**config.mk**
```make
export PLATFORM = sky130hd
export DESIGN_NAME = fm_modulator_shadowed
export DESIGN_NICKNAME = d
export VERILOG_FILES = /design/src/rtl/fm_pkg.sv /design/src/rtl/fm_sine_lut.sv /design/src/rtl/fm_modulator_shadowed.sv
export SDC_FILE = /design/constraint.sdc
export NUM_CORES = 1
export LEC_CHECK = 0
export CAP_MARGIN = 20
export CORE_MARGIN = 2
export CORE_UTILIZATION = 50
export DETAILED_ROUTE_END_ITERATION = 7
export PLACE_DENSITY = 0.69
export SETUP_SLACK_MARGIN = 0.3
export SLEW_MARGIN = 20
export SYNTH_ARGS = -nofsm -noshare
export SYNTH_HDL_FRONTEND = slang
export SYNTH_HIERARCHICAL = 1
export SYNTH_SLANG_ARGS = --single-unit
```
**constraint.sdc**
```tcl
create_clock -name clk -period 10.9 [get_ports clk]
set_input_delay 1.635 -clock clk [delete_from_list [all_inputs] [get_ports clk]]
set_output_delay 1.635 -clock clk [all_outputs]
set_load 0.02 [all_outputs]
```
**src/rtl/fm_pkg.sv**
```systemverilog
// rtl/fm_pkg.sv - shared constants and helpers for the FM modulator core
package fm_pkg;

  localparam logic [15:0] LFSR_SEED = 16'hACE1;
  // Galois form of x^16+x^14+x^13+x^11, shifting right
  localparam logic [15:0] LFSR_TAPS = 16'hB400;

  localparam longint F_S_DEF = 64'sd50_000_000;
  localparam longint F_C_DEF = 64'sd10_000_000;
  localparam longint DF_DEF  = 64'sd75_000;

  typedef enum logic [1:0] {
    Q_RISE    = 2'b00,
    Q_FALL    = 2'b01,
    Q_DIP     = 2'b10,
    Q_RECOVER = 2'b11
  } quadrant_e;

  // Rounded phase increment for frequency f_x at sample rate f_s with an n-bit accumulator
  function automatic int unsigned calc_inc(longint f_s, longint f_x, int n);
    return 32'(((f_x << n) + f_s / 64'sd2) / f_s);
  endfunction

endpackage

```
**src/rtl/fm_sine_lut.sv**
```systemverilog
// rtl/fm_sine_lut.sv - quarter-wave sine table with quadrant mirroring, registered output
module fm_sine_lut import fm_pkg::*; #(
  parameter int M = 5,
  parameter int D = 4
) (
  input  logic         clk,
  input  logic         rst,
  input  logic [M-1:0] idx,
  output logic [D-1:0] rf
);

  localparam int     QN      = 2 ** (M - 2);
  localparam longint ONE     = 64'sd1 << 30;
  localparam longint HALF_PI = 64'sd1686629713;

  // Fixed-point Taylor series; far more precision than the final rounding needs
  function automatic logic [D-1:0] quarter_val(int j);
    longint x, x2, term, s, num;
    x    = (HALF_PI * (64'sd2 * longint'(j) + 64'sd1)) / (64'sd2 * longint'(QN));
    x2   = (x * x) >>> 30;
    term = x;
    s    = x;
    for (longint k = 1; k <= 12; k++) begin
      term = -((term * x2) >>> 30) / ((64'sd2 * k) * (64'sd2 * k + 64'sd1));
      s    = s + term;
    end
    num = (((64'sd1 <<< D) - 64'sd1) * (ONE + s) + ONE) >>> 31;
    return D'(num);
  endfunction

  logic [D-1:0] qtab [QN];

  for (genvar g = 0; g < QN; g++) begin : g_qtab
    assign qtab[g] = quarter_val(g);
  end

  quadrant_e    quad;
  logic [M-3:0] addr;
  logic [D-1:0] mag;
  logic [D-1:0] val;

  always_comb begin
    quad = quadrant_e'(idx[M-1:M-2]);
    addr = idx[M-3:0];
    val  = '0;
    if (quad == Q_FALL || quad == Q_RECOVER) begin
      addr = ~idx[M-3:0];
    end
    mag = qtab[addr];
    // Lower half is the complement: (2^D-1) - upper value
    case (quad)
      Q_RISE, Q_FALL: val = mag;
      default:        val = ~mag;
    endcase
  end

  always_ff @(posedge clk) begin
    if (rst) begin
      rf <= '0;
    end else begin
      rf <= val;
    end
  end

endmodule

```
**src/rtl/fm_modulator_shadowed.sv**
```systemverilog
// rtl/fm_modulator_shadowed.sv - FM modulator: audio scaling, shadowed config, dithered phase accumulator
module fm_modulator_shadowed import fm_pkg::*; #(
  parameter int          A            = 8,
  parameter int          L            = 12,
  parameter int          N            = 18,
  parameter int          M            = 5,
  parameter int          D            = 4,
  parameter int unsigned ACC_RST      = calc_inc(F_S_DEF, F_C_DEF, N),
  parameter int unsigned DF_RST       = calc_inc(F_S_DEF, DF_DEF, N),
  parameter int          UNDERRUN_TMO = 4096,
  parameter int          CFG_TMO      = 1024
) (
  input  logic                clk,
  input  logic                rst,
  input  logic signed [A-1:0] audio_in,
  input  logic                audio_valid,
  input  logic        [N-1:0] acc_inc,
  input  logic        [L-1:0] df_inc,
  input  logic                cfg_load,
  input  logic        [2:0]   dith_fact,
  output logic        [D-1:0] rf,
  output logic        [N-1:0] freq_word,
  output logic                underrun,
  output logic                cfg_pending
);

  localparam int PW  = A + L + 1;
  localparam int DW  = N - M;
  localparam int REP = (DW + 15) / 16;
  localparam int UW  = $clog2(UNDERRUN_TMO);
  localparam int CW  = $clog2(CFG_TMO);

  logic signed [A-1:0]  aud_r;
  logic signed [PW-1:0] prod_r;
  logic        [N-1:0]  fw_delta;
  logic        [N-1:0]  acc_a;
  logic        [N-1:0]  pend_acc;
  logic        [L-1:0]  df_a;
  logic        [L-1:0]  pend_df;
  logic        [N-1:0]  phase;
  logic        [N:0]    phase_sum;
  logic        [N-1:0]  dith;
  logic        [DW-1:0] dith_src;
  logic        [M-1:0]  lut_idx;
  logic        [15:0]   lfsr;
  logic        [15:0]   lfsr_next;
  logic        [UW-1:0] ur_cnt;
  logic        [CW-1:0] cfg_cnt;
  logic                 wrap;
  logic                 ur_hit;
  logic                 cfg_apply;

  // Scaled deviation, floor-divided by 2^(A-1) and fitted to the accumulator width
  assign fw_delta  = N'(prod_r >>> (A - 1));
  assign phase_sum = {1'b0, phase} + {1'b0, freq_word};
  assign wrap      = phase_sum[N];

  assign lfsr_next = lfsr[0] ? ((lfsr >> 1) ^ LFSR_TAPS) : (lfsr >> 1);
  assign dith_src  = DW'({REP{lfsr}});
  assign dith      = (dith_fact == 3'd0) ? '0 : N'(dith_src >> (3'd7 - dith_fact));
  assign lut_idx   = M'((phase + dith) >> DW);

  assign ur_hit    = !audio_valid && (ur_cnt == UW'(UNDERRUN_TMO - 1));
  // Config swaps at phase wrap so the carrier changes glitch-free; timeout bounds the wait
  assign cfg_apply = cfg_pending && (wrap || (cfg_cnt == CW'(CFG_TMO - 1)));

  always_ff @(posedge clk) begin
    if (rst) begin
      aud_r       <= '0;
      prod_r      <= '0;
      freq_word   <= N'(ACC_RST);
      phase       <= '0;
      underrun    <= 1'b0;
      cfg_pending <= 1'b0;
      acc_a       <= N'(ACC_RST);
      df_a        <= L'(DF_RST);
      pend_acc    <= '0;
      pend_df     <= '0;
      lfsr        <= LFSR_SEED;
      ur_cnt      <= '0;
      cfg_cnt     <= '0;
    end else begin
      lfsr      <= lfsr_next;
      prod_r    <= PW'(aud_r) * PW'($signed({1'b0, df_a}));
      freq_word <= acc_a + fw_delta;
      phase     <= phase_sum[N-1:0];

      if (audio_valid) begin
        aud_r    <= audio_in;
        ur_cnt   <= '0;
        underrun <= 1'b0;
      end else if (ur_hit) begin
        aud_r    <= '0;
        underrun <= 1'b1;
      end else begin
        ur_cnt <= ur_cnt + UW'(1);
      end

      if (cfg_apply) begin
        acc_a <= pend_acc;
        df_a  <= pend_df;
      end

      // A load on the apply edge queues behind the values being applied
      if (cfg_load) begin
        pend_acc    <= acc_inc;
        pend_df     <= df_inc;
        cfg_pending <= 1'b1;
        cfg_cnt     <= '0;
      end else if (cfg_apply) begin
        cfg_pending <= 1'b0;
        cfg_cnt     <= '0;
      end else if (cfg_pending) begin
        cfg_cnt <= cfg_cnt + CW'(1);
      end
    end
  end

  fm_sine_lut #(
    .M(M),
    .D(D)
  ) u_lut (
    .clk(clk),
    .rst(rst),
    .idx(lut_idx),
    .rf (rf)
  );

endmodule

```
Word level (Yosys, flattened, before mapping)
Memories as Yosys holds them, arrays and structs flattened.
Index checks and enable logic that the tools add are counted.

cells by class
  $add $sub $neg = 6
  $mul = 1
  magnitude comparators = 1
  eq/ne operators = 4
  shifts and indexed selects = 1
  mux-type cells = 10
  bitwise operators = 4
  reductions and logical operators = 12

operators by type and width
  cell                   count
  $add 18x18->18         2
  $mul 8x13->21          1
  $add 18x18->19         1
  $mux 18                1
  $shr 13x3->18          1
  $mux 16                1
  $mux 8                 2
  $add 12x1->12 const B  1
  $eq 12x12->1 const B   1
  $mux 4                 3
  $add 10x1->10 const B  1
  $eq 10x10->1 const B   1
  $not 3->4              2
  $ge 4x4->1 const B     1
  $not 4->4              1
  $reduce_bool 2->1      2
  $reduce_or 2->1        2
  $logic_not 3->1        1
  $mux 3                 1
  $not 3->3              1
  $reduce_or 3->1        1
  $sub 3x3->3 const A    1
  $eq 2x1->1 const B     1
  $eq 2x2->1 const B     1
  5 further kinds        8

storage, ports and cells
  flip-flop bits (word level) = 169
  memory bits (read-only) = 32
  input port bits = 45
  word-level logic and storage cells = 54
  memories = 1

memory list
  memory            words  bits a word  rd ports  clocked after memory_dff  write ports  RTL line           text
  (name not given)  8      4            1         0                         0            fm_sine_lut.sv:49  mag = qtab[addr];

Depth between registers and ports, before layout
Gate-level depths: netlist of run 1.

  word-level depth = 13
  gate-level depth with buffers = 18
  depth with buffers taken out = 18

Modules after synthesis
Netlist of run 1, hierarchy kept.

by module, submodules not included
  module                 instances  cells an instance  area an instance (um^2)
  fm_modulator_shadowed  1          1206               10621.4
  fm_sine_lut            1          22                 207.7

Least setup slack after synthesis of run 1
No wires, ideal clock.

  path kind = input port to flip-flop
  start point = input port dith_fact[0]
  end point = register u_lut.rf[0]
  setup time = 0.121 ns
  arrival = 4.761 ns
  setup slack = 6.018 ns
  stages = 16
  path through = buf_2 buf_1 mux2i_1 nand2_1 o21ai_0 o21ai_0 ha_1 a21oi_1 o21ai_0 a31oi_1 a21oi_1 a211o_1 o32ai_1 a211oi_1 maj3_2 mux2_4

RTL lines
  element                                         RTL line                     text
  start: declaration                              fm_modulator_shadowed.sv:20  input logic [2:0] dith_fact,
  $sub 3x3->3                                     fm_modulator_shadowed.sv:60  assign dith = (dith_fact == 3'd0) ? '0 : N'(dith_src >> (3'd7 - dith_fact));
  $shr 13x3->18                                   fm_modulator_shadowed.sv:60
  $mux 18 (*)                                     fm_modulator_shadowed.sv:60
  $add 18x18->18 (*)                              fm_modulator_shadowed.sv:61  assign lut_idx = M'((phase + dith) >> DW);
  net lut_idx[2]                                  fm_modulator_shadowed.sv:44  logic [M-1:0] lut_idx;
  $not 3->3                                       fm_sine_lut.sv:47            addr = ~idx[M-3:0];
  $mux 3 (*)                                      fm_sine_lut.sv:46            if (quad == Q_FALL || quad == Q_RECOVER) begin
  $not 3->4 (not written as such) (*)             fm_sine_lut.sv:49
  $mem_v2 8x4 (*)                                 --
  $mux 4 (not written as such) (*) (2 in series)  fm_sine_lut.sv:49
  $not 4->4                                       fm_sine_lut.sv:53            default: val = ~mag;
  $mux 4 (*)                                      fm_sine_lut.sv:51            case (quad)
  end signal: assignment                          fm_sine_lut.sv:61            rf <= val;
  end: declaration                                fm_sine_lut.sv:9             output logic [D-1:0] rf

Mark *: on every way through the listed nets, which the timed path passes. The rest lies on a longest branch. The select of a mux whose other input is x is not followed.
A chain may end at the register's enable or synchronous reset.

Worst setup path after layout of run 1
Ends and elaborated chain as after synthesis.

==> results of run 1 <==
worst reg2reg max path: cells and delay by family (launching register included):
kind	cells	cell delay, ps
flip-flops	1	550
adder cells (fa/ha/maj)	5	2240
AND/OR/NAND/NOR	3	720
multiplexers	1	290
buffers and inverters	3	450
AO/OA/AOI/OAI	4	1030
cell families after synthesis:
kind of cell	share of synthesized area
xor+xnor	0.0445
buf+inv	0.0548
flops	0.299
fa+ha+maj	0.227
compound gates	0.114
mux	0.0629
simple gates	0.198
worst max-delay path by stage:
| stage | to | slack (ps) | cells after the start |
|---|---|---|---|
| final | u_lut/rf[0] | 5370 | 14 |
| after CTS | u_lut/rf[0] | 5370 | 14 |
| after detailed placement | u_lut/rf[0] | 4940 | 14 |
| after floorplan | u_lut/rf[0] | 6020 | 16 |
| after global placement | u_lut/rf[0] | 5070 | 14 |
| after global routing | u_lut/rf[0] | 5010 | 14 |
per-layer routing:
layer	part of all wire	wire [um]
met5	0	0
met4	0.014	304
met3	0.037	812
met2	0.47	10500
met1	0.48	10500
metrics by stage:
stage	instances	power, mW	worst slack (ps)	util	cell area, um^2
final	1558	1.85	5370	0.580	12300
after global routing	1558	1.96	5010	0.580	12300
after CTS	1558	1.87	5370	0.580	12300
after detailed placement	1526	1.24	4940	0.551	11700
after global placement	1526	1.22	5070	0.551	11700
after floorplan	1228	1.10	6020	-	10800
flip-flops by register name, indices dropped and copies added (netlist names):
name	count
acc_a	18
freq_word	18
pend_acc	18
phase	18
lfsr	16
prod_r	14
df_a	12
pend_df	12
ur_cnt	12
cfg_cnt	10
aud_r	8
u_lut/rf	4
cfg_pending	1
underrun	1
placed cells by master (no fill, tap or decap), types with 3 or more instances in the layout:
master | netlist | routed
o22ai_1 | 5 | 5
nand3b_1 | 8 | 8
and2_1 | 61 | 61
o21ai_0 | 30 | 30
o21bai_1 | 7 | 7
buf_4 | 0 | 3
and4_1 | 6 | 6
nor2_1 | 155 | 155
o31a_1 | 3 | 3
nor2b_1 | 21 | 21
inv_1 | 101 | 101
mux2_2 | 4 | 4
nand4_1 | 7 | 7
o31ai_1 | 8 | 8
a21oi_1 | 72 | 72
a211o_1 | 3 | 3
mux2i_1 | 62 | 62
bufinv_16 | 0 | 3
ha_1 | 98 | 98
xor2_1 | 27 | 27
xnor2_1 | 28 | 28
a21o_1 | 18 | 18
a211oi_1 | 12 | 12
clkbuf_16 | 0 | 17
nand2_1 | 84 | 84
o21a_1 | 10 | 10
nand2b_1 | 24 | 24
a31oi_1 | 7 | 7
fa_1 | 61 | 61
and3_1 | 8 | 8
clkdlybuf4s50_1 | 0 | 66
or2_2 | 12 | 12
nand3_1 | 14 | 14
nor4_1 | 3 | 3
nor3_1 | 26 | 26
dfxtp_1 | 162 | 162
cell type report:
| cell class | count | area [um^2] |
|---|---|---|
| fillers | 1888 | 8880 |
| well taps | 275 | 344 |
| repair buffers | 70 | 688 |
| inverters | 104 | 390 |
| clock inverters | 11 | 150 |
| multi-input cells | 915 | 6990 |
| flip-flops and latches | 162 | 3240 |
| clock buffers | 21 | 460 |
report_power, final:
| part | internal (mW) | leakage, nW | total [mW] | switching, mW |
|---|---|---|---|---|
| clock network | 0.374 | 0.294 | 0.624 | 0.249 |
| registers | 0.652 | 1.33 | 0.703 | 0.0510 |
| logic | 0.244 | 3.87 | 0.521 | 0.277 |
==> metrics, run 1 <==
worst-path maximum fanout=19; worst reg2reg endpoint=prod_r[20]; first-pass GRT wire length=37,200 um; sequential fraction of the synthesis area=0.299; met1 usage=0.268; top-count cell post-synth=dfxtp_1; DIE WIDTH=approximately 150 um; hold depth=1; DP Wirelength=16,500 um; crit path time final=5530 ps; maximum clock path buffer count=2; asr flop ratio synth=0; post-CTS sizing=0; postcts setup bufs=0; CTS tree=built; hold_sp=lfsr[15]; HP Class=reg2reg; max-slew violation count=0; Final setup viols=0; Skew-Pair Late Insertion Delay=about 430 ps; Slew @ Worst Pin=1130 ps; number of synthesized flops with an enable pin=0; Crit path largest cell delay=1020 ps; hold_buf cts=0; CTS root buf=clkbuf_16; io pins=about 70; syn avg cell area=8.82 um^2; R2R setup slack=5490 ps; number of global-route vias before repair=7,939; unrepaired setup endpoints after global routing=no; Layout area overhead=13.3%; H-Tree Depth=4; R2R Path Start=aud_r[7]; GRT Max-Usage Layer=met2; crit-path cells=clkdlybuf4s50_1 -> mux2_2 -> o21ai_0 -> o21ai_0 -> ha_1 -> a21oi_1 -> o21ai_0 -> a31oi_1 -> a21oi_1 -> a211o_1 -> o32ai_1 -> a211oi_1 -> maj3_2 -> mux2_4; outcome=finished, final reports clean; Yosys top cell by area=dfxtp_1; Slowest cell on crit path=clkdlybuf4s50_1; top-area cell type share of the netlist area=0.299; critical path capture point type=flop; top post-synthesis cells by count=dfxtp_1 (162), nor2_1 (155), inv_1 (101); Slew HR=0.248; Fmax=roughly 180 MHz; WP data arrival=5840 ps; post-synth net total=about 1,400; critical path class=in2reg; worst path bufs/invs=1; Initial Util=0.512; worst vdd ir=88.0 uV; Total GRT Usage=0.205; NumNets Final=1,474; largest net degree at the start of global routing=86; port buffer count=68; max-cap violations=0; ant diodes=0; Worst setup startpoint=dith_fact[0]; Hold Slack=443 ps; hold endpoint=lfsr[14]; CTS Sinks=162; drt total wl=around 22,000 um; synth unique cells=63; drt wl/cell=14.2 um; met2 Resource Use GR=0.353; layout cells sized above 1=0.0452; synthesized cell area=0.0108 mm^2; Die ar.=0.0229 mm^2; Worst Setup Start Kind=input pin; final hold violation count=0; Placer Congestion=0.848; Post-Route Skew=12.2 ps; Final period util=0.507; vias per std cell=5.36; leak pwr=~5.5 nW; dominant cells by area after synthesis=dfxtp_1 (30%), ha_1 (11%), fa_1 (11%); Yosys warnings=6; Worst EP required=11,210 ps; total congestion overflow=0; 1st-iter DRT viols=around 350; DRC viols=0; Cells after Synth=1,228; Num CTS Buffers=17; Fin Setup TNS=0 ps; initial antenna violation count=0; Rows=53; cell mode on critical path=o21ai_0; Synth Register Bits=around 160; R2R depth=16; Post-DRT Antenna Nets=0; Reg clk slew, reported paths=about 60 ps; CP delay by family, top=compound AO/OA/AOI/OAI gates; Post-synth top flop=dfxtp_1; routed vias=8,356; Pwr per Cell Area=approximately 150 mW/mm^2; DRT Pass-1 Iters=5; GRT met3 Usage=0.0295; Die Span Y=151 um; Core ar.=0.0212 mm^2
(Power assumes the default switching activity.)
==> run 2, diff against run 1 <==
==> constraint.sdc (replaced) <==
create_clock -name clk -period 5.3 [get_ports clk]
set_input_delay 0.795 -clock clk [delete_from_list [all_inputs] [get_ports clk]]
set_output_delay 0.795 -clock clk [all_outputs]
set_load 0.02 [all_outputs]
==> run 2 against run 1 <==
Net effect: hold slack worse by 2.9 ps; combinational power increased by 110%; highest routed layer unchanged; first-iteration DRC count rose by 44%; critical path type is now reg2reg; sequential power grew 100%.
==> metrics, run 2 (synthesized netlist as in run 1, its figures left out) <==
NumNets Final=1,481 (+0.47%); Die ar.=0.0229 mm^2 (unchanged); final hold violation count=0 (unchanged); Placed Cells=1,531 (+0.33%); vias per std cell=5.33 (-0.63%); Final period util=0.907; CTS Sinks=162 (unchanged); Slew HR=0.259 (+0.0112); Setup crit end=prod_r[20]; drt total wl=22,700 um (+2.5%); worst reg2reg endpoint=prod_r[20]; Layout area overhead=14.5%; total congestion overflow=0 (unchanged); outcome=finished, final reports clean; worst vdd ir=168 uV (+91%); Core ar.=0.0212 mm^2 (unchanged); WP data arrival=5120 ps (-720 ps); Placer Congestion=0.914 (+7.8%); Reg clk slew, reported paths=60 ps (about the same); Worst setup startpoint=aud_r[7]; initial antenna violation count=0 (unchanged); layout cells sized above 1=0.0628 (+0.0176); Fin Setup TNS=0 ps (unchanged); Num CTS Buffers=17 (unchanged); DRC viols=0 (unchanged); first-pass GRT wire length=37,800 um (+1.6%); routed vias=8,341 (-0.18%); crit path time final=4810 ps; most frequent cells in the layout=nor2_1 (153), dfxtp_1 (152), inv_1 (101); Final setup viols=0 (unchanged); drt wl/cell=14.5 um (+2.0%); commonest non-fill, non-tap cell in the layout=nor2_1; max-cap violations=0 (unchanged); Worst EP required=5610 ps (-5600 ps); DIE WIDTH=151 um (unchanged); Initial Util=0.512 (unchanged); max-slew violation count=0 (unchanged); H-Tree Depth=4 (unchanged); Skew-Pair Late Insertion Delay=430 ps (about the same); leak pwr=5.54 nW (+0.75%); Total GRT Usage=0.208 (+0.00295); ant diodes=0 (unchanged); Post-DRT Antenna Nets=0 (unchanged); R2R setup slack=490 ps (-5000 ps); worst-path maximum fanout=7 (-12); CTS tree=built; placed inst area=0.0117 mm^2 (+0.32%); R2R Path Start=aud_r[7]; Setup WS post-layout=491 ps (-4880 ps); 1st-iter DRT viols=509 (+44%); port buffer count=68 (unchanged); cell area after layout=0.0124 mm^2 (+1.0%); DP Wirelength=16,900 um (+2.8%); Setup WS pre-CTS=370 ps (-4570 ps); largest net degree at the start of global routing=88 (+2.3%); Rows=53 (unchanged); maximum clock path buffer count=2 (unchanged); fin cells=1,565 (+0.45%); Finished Core Util=0.586 (+0.00597); Pwr per Cell Area=310 mW/mm^2 (+110%); Slew @ Worst Pin=1110 ps (-16.8 ps); HP Class=reg2reg; number of global-route vias before repair=8,111 (+2.2%); DRT Pass-1 Iters=7 (+2); critical path class=reg2reg; Worst Setup Start Kind=flop; R2R depth=17 (+1); io pins=69 (unchanged); critical path capture point type=flop; unrepaired setup endpoints after global routing=no; Fmax=208 MHz; Die Span Y=151 um (unchanged); CTS root buf=clkbuf_16; Post-Route Skew=9.74 ps (-2.42 ps)
run 2: metal layers:
layer	wire, um	global-route usage	up-vias
met5	0	0	-
li1	-	-	4227
met1	10600	0.271	3906
met2	10800	0.355	177
met3	894	0.0404	31
met4	386	0.0519	0
run 2: metrics by stage:
stage | power (mW) | hold WS (ps)
after floorplan | 2.27 | 414
after global placement | 2.51 | 419
after detailed placement | 2.54 | 426
after CTS | 3.86 | 441
after global routing | 4.07 | 447
final | 3.84 | 440
run 2: cell type report:
class,instances,area [um^2]
well taps,275,344
inverters,104,394
clock inverters,12,181
flip-flops and latches,162,3260
multi-input cells,915,7040
fillers,1894,8760
repair buffers,77,744
clock buffers,20,437
run 2: worst max-delay path, stage by stage (launching register included):
cell,delay (ps)
dfxtp_2,360
clkinvlp_4,190
buf_4,200
fa_1,500
fa_1,530
inv_1,50
fa_1,470
inv_1,50
fa_1,520
inv_1,40
ha_1,330
nand4b_1,130
nor2_1,70
nor3b_2,360
o22ai_2,170
a311oi_2,300
a21oi_1,120
mux2_2,280
run 2: how the worst min path moves through the flow:
stage	start	end	slack, ps	cells past startpoint
3_3_place_gp	lfsr[15]	lfsr[14]	420	1
2_1_floorplan	lfsr[15]	lfsr[14]	410	1
4_1_cts	lfsr[15]	lfsr[14]	440	1
6_report	lfsr[15]	lfsr[14]	440	1
3_5_place_dp	lfsr[15]	lfsr[14]	430	1
5_1_grt	lfsr[15]	lfsr[14]	450	1
run 2: timing repair:
action                                  4_1_cts  5_1_grt
hold endpoints to repair                      0        0
buffers inserted                              0        2
endpoints found under the setup margin        0        4
hold buffers                                  0        0
resized for setup                             0       20
run 2: power breakdown:
part           switching, mW  internal (mW)  leakage [nW]  total [mW]
Combinational          0.581          0.511          3.91        1.09
Clock                  0.517          0.792         0.293        1.31
Sequential            0.0986           1.34          1.33        1.44
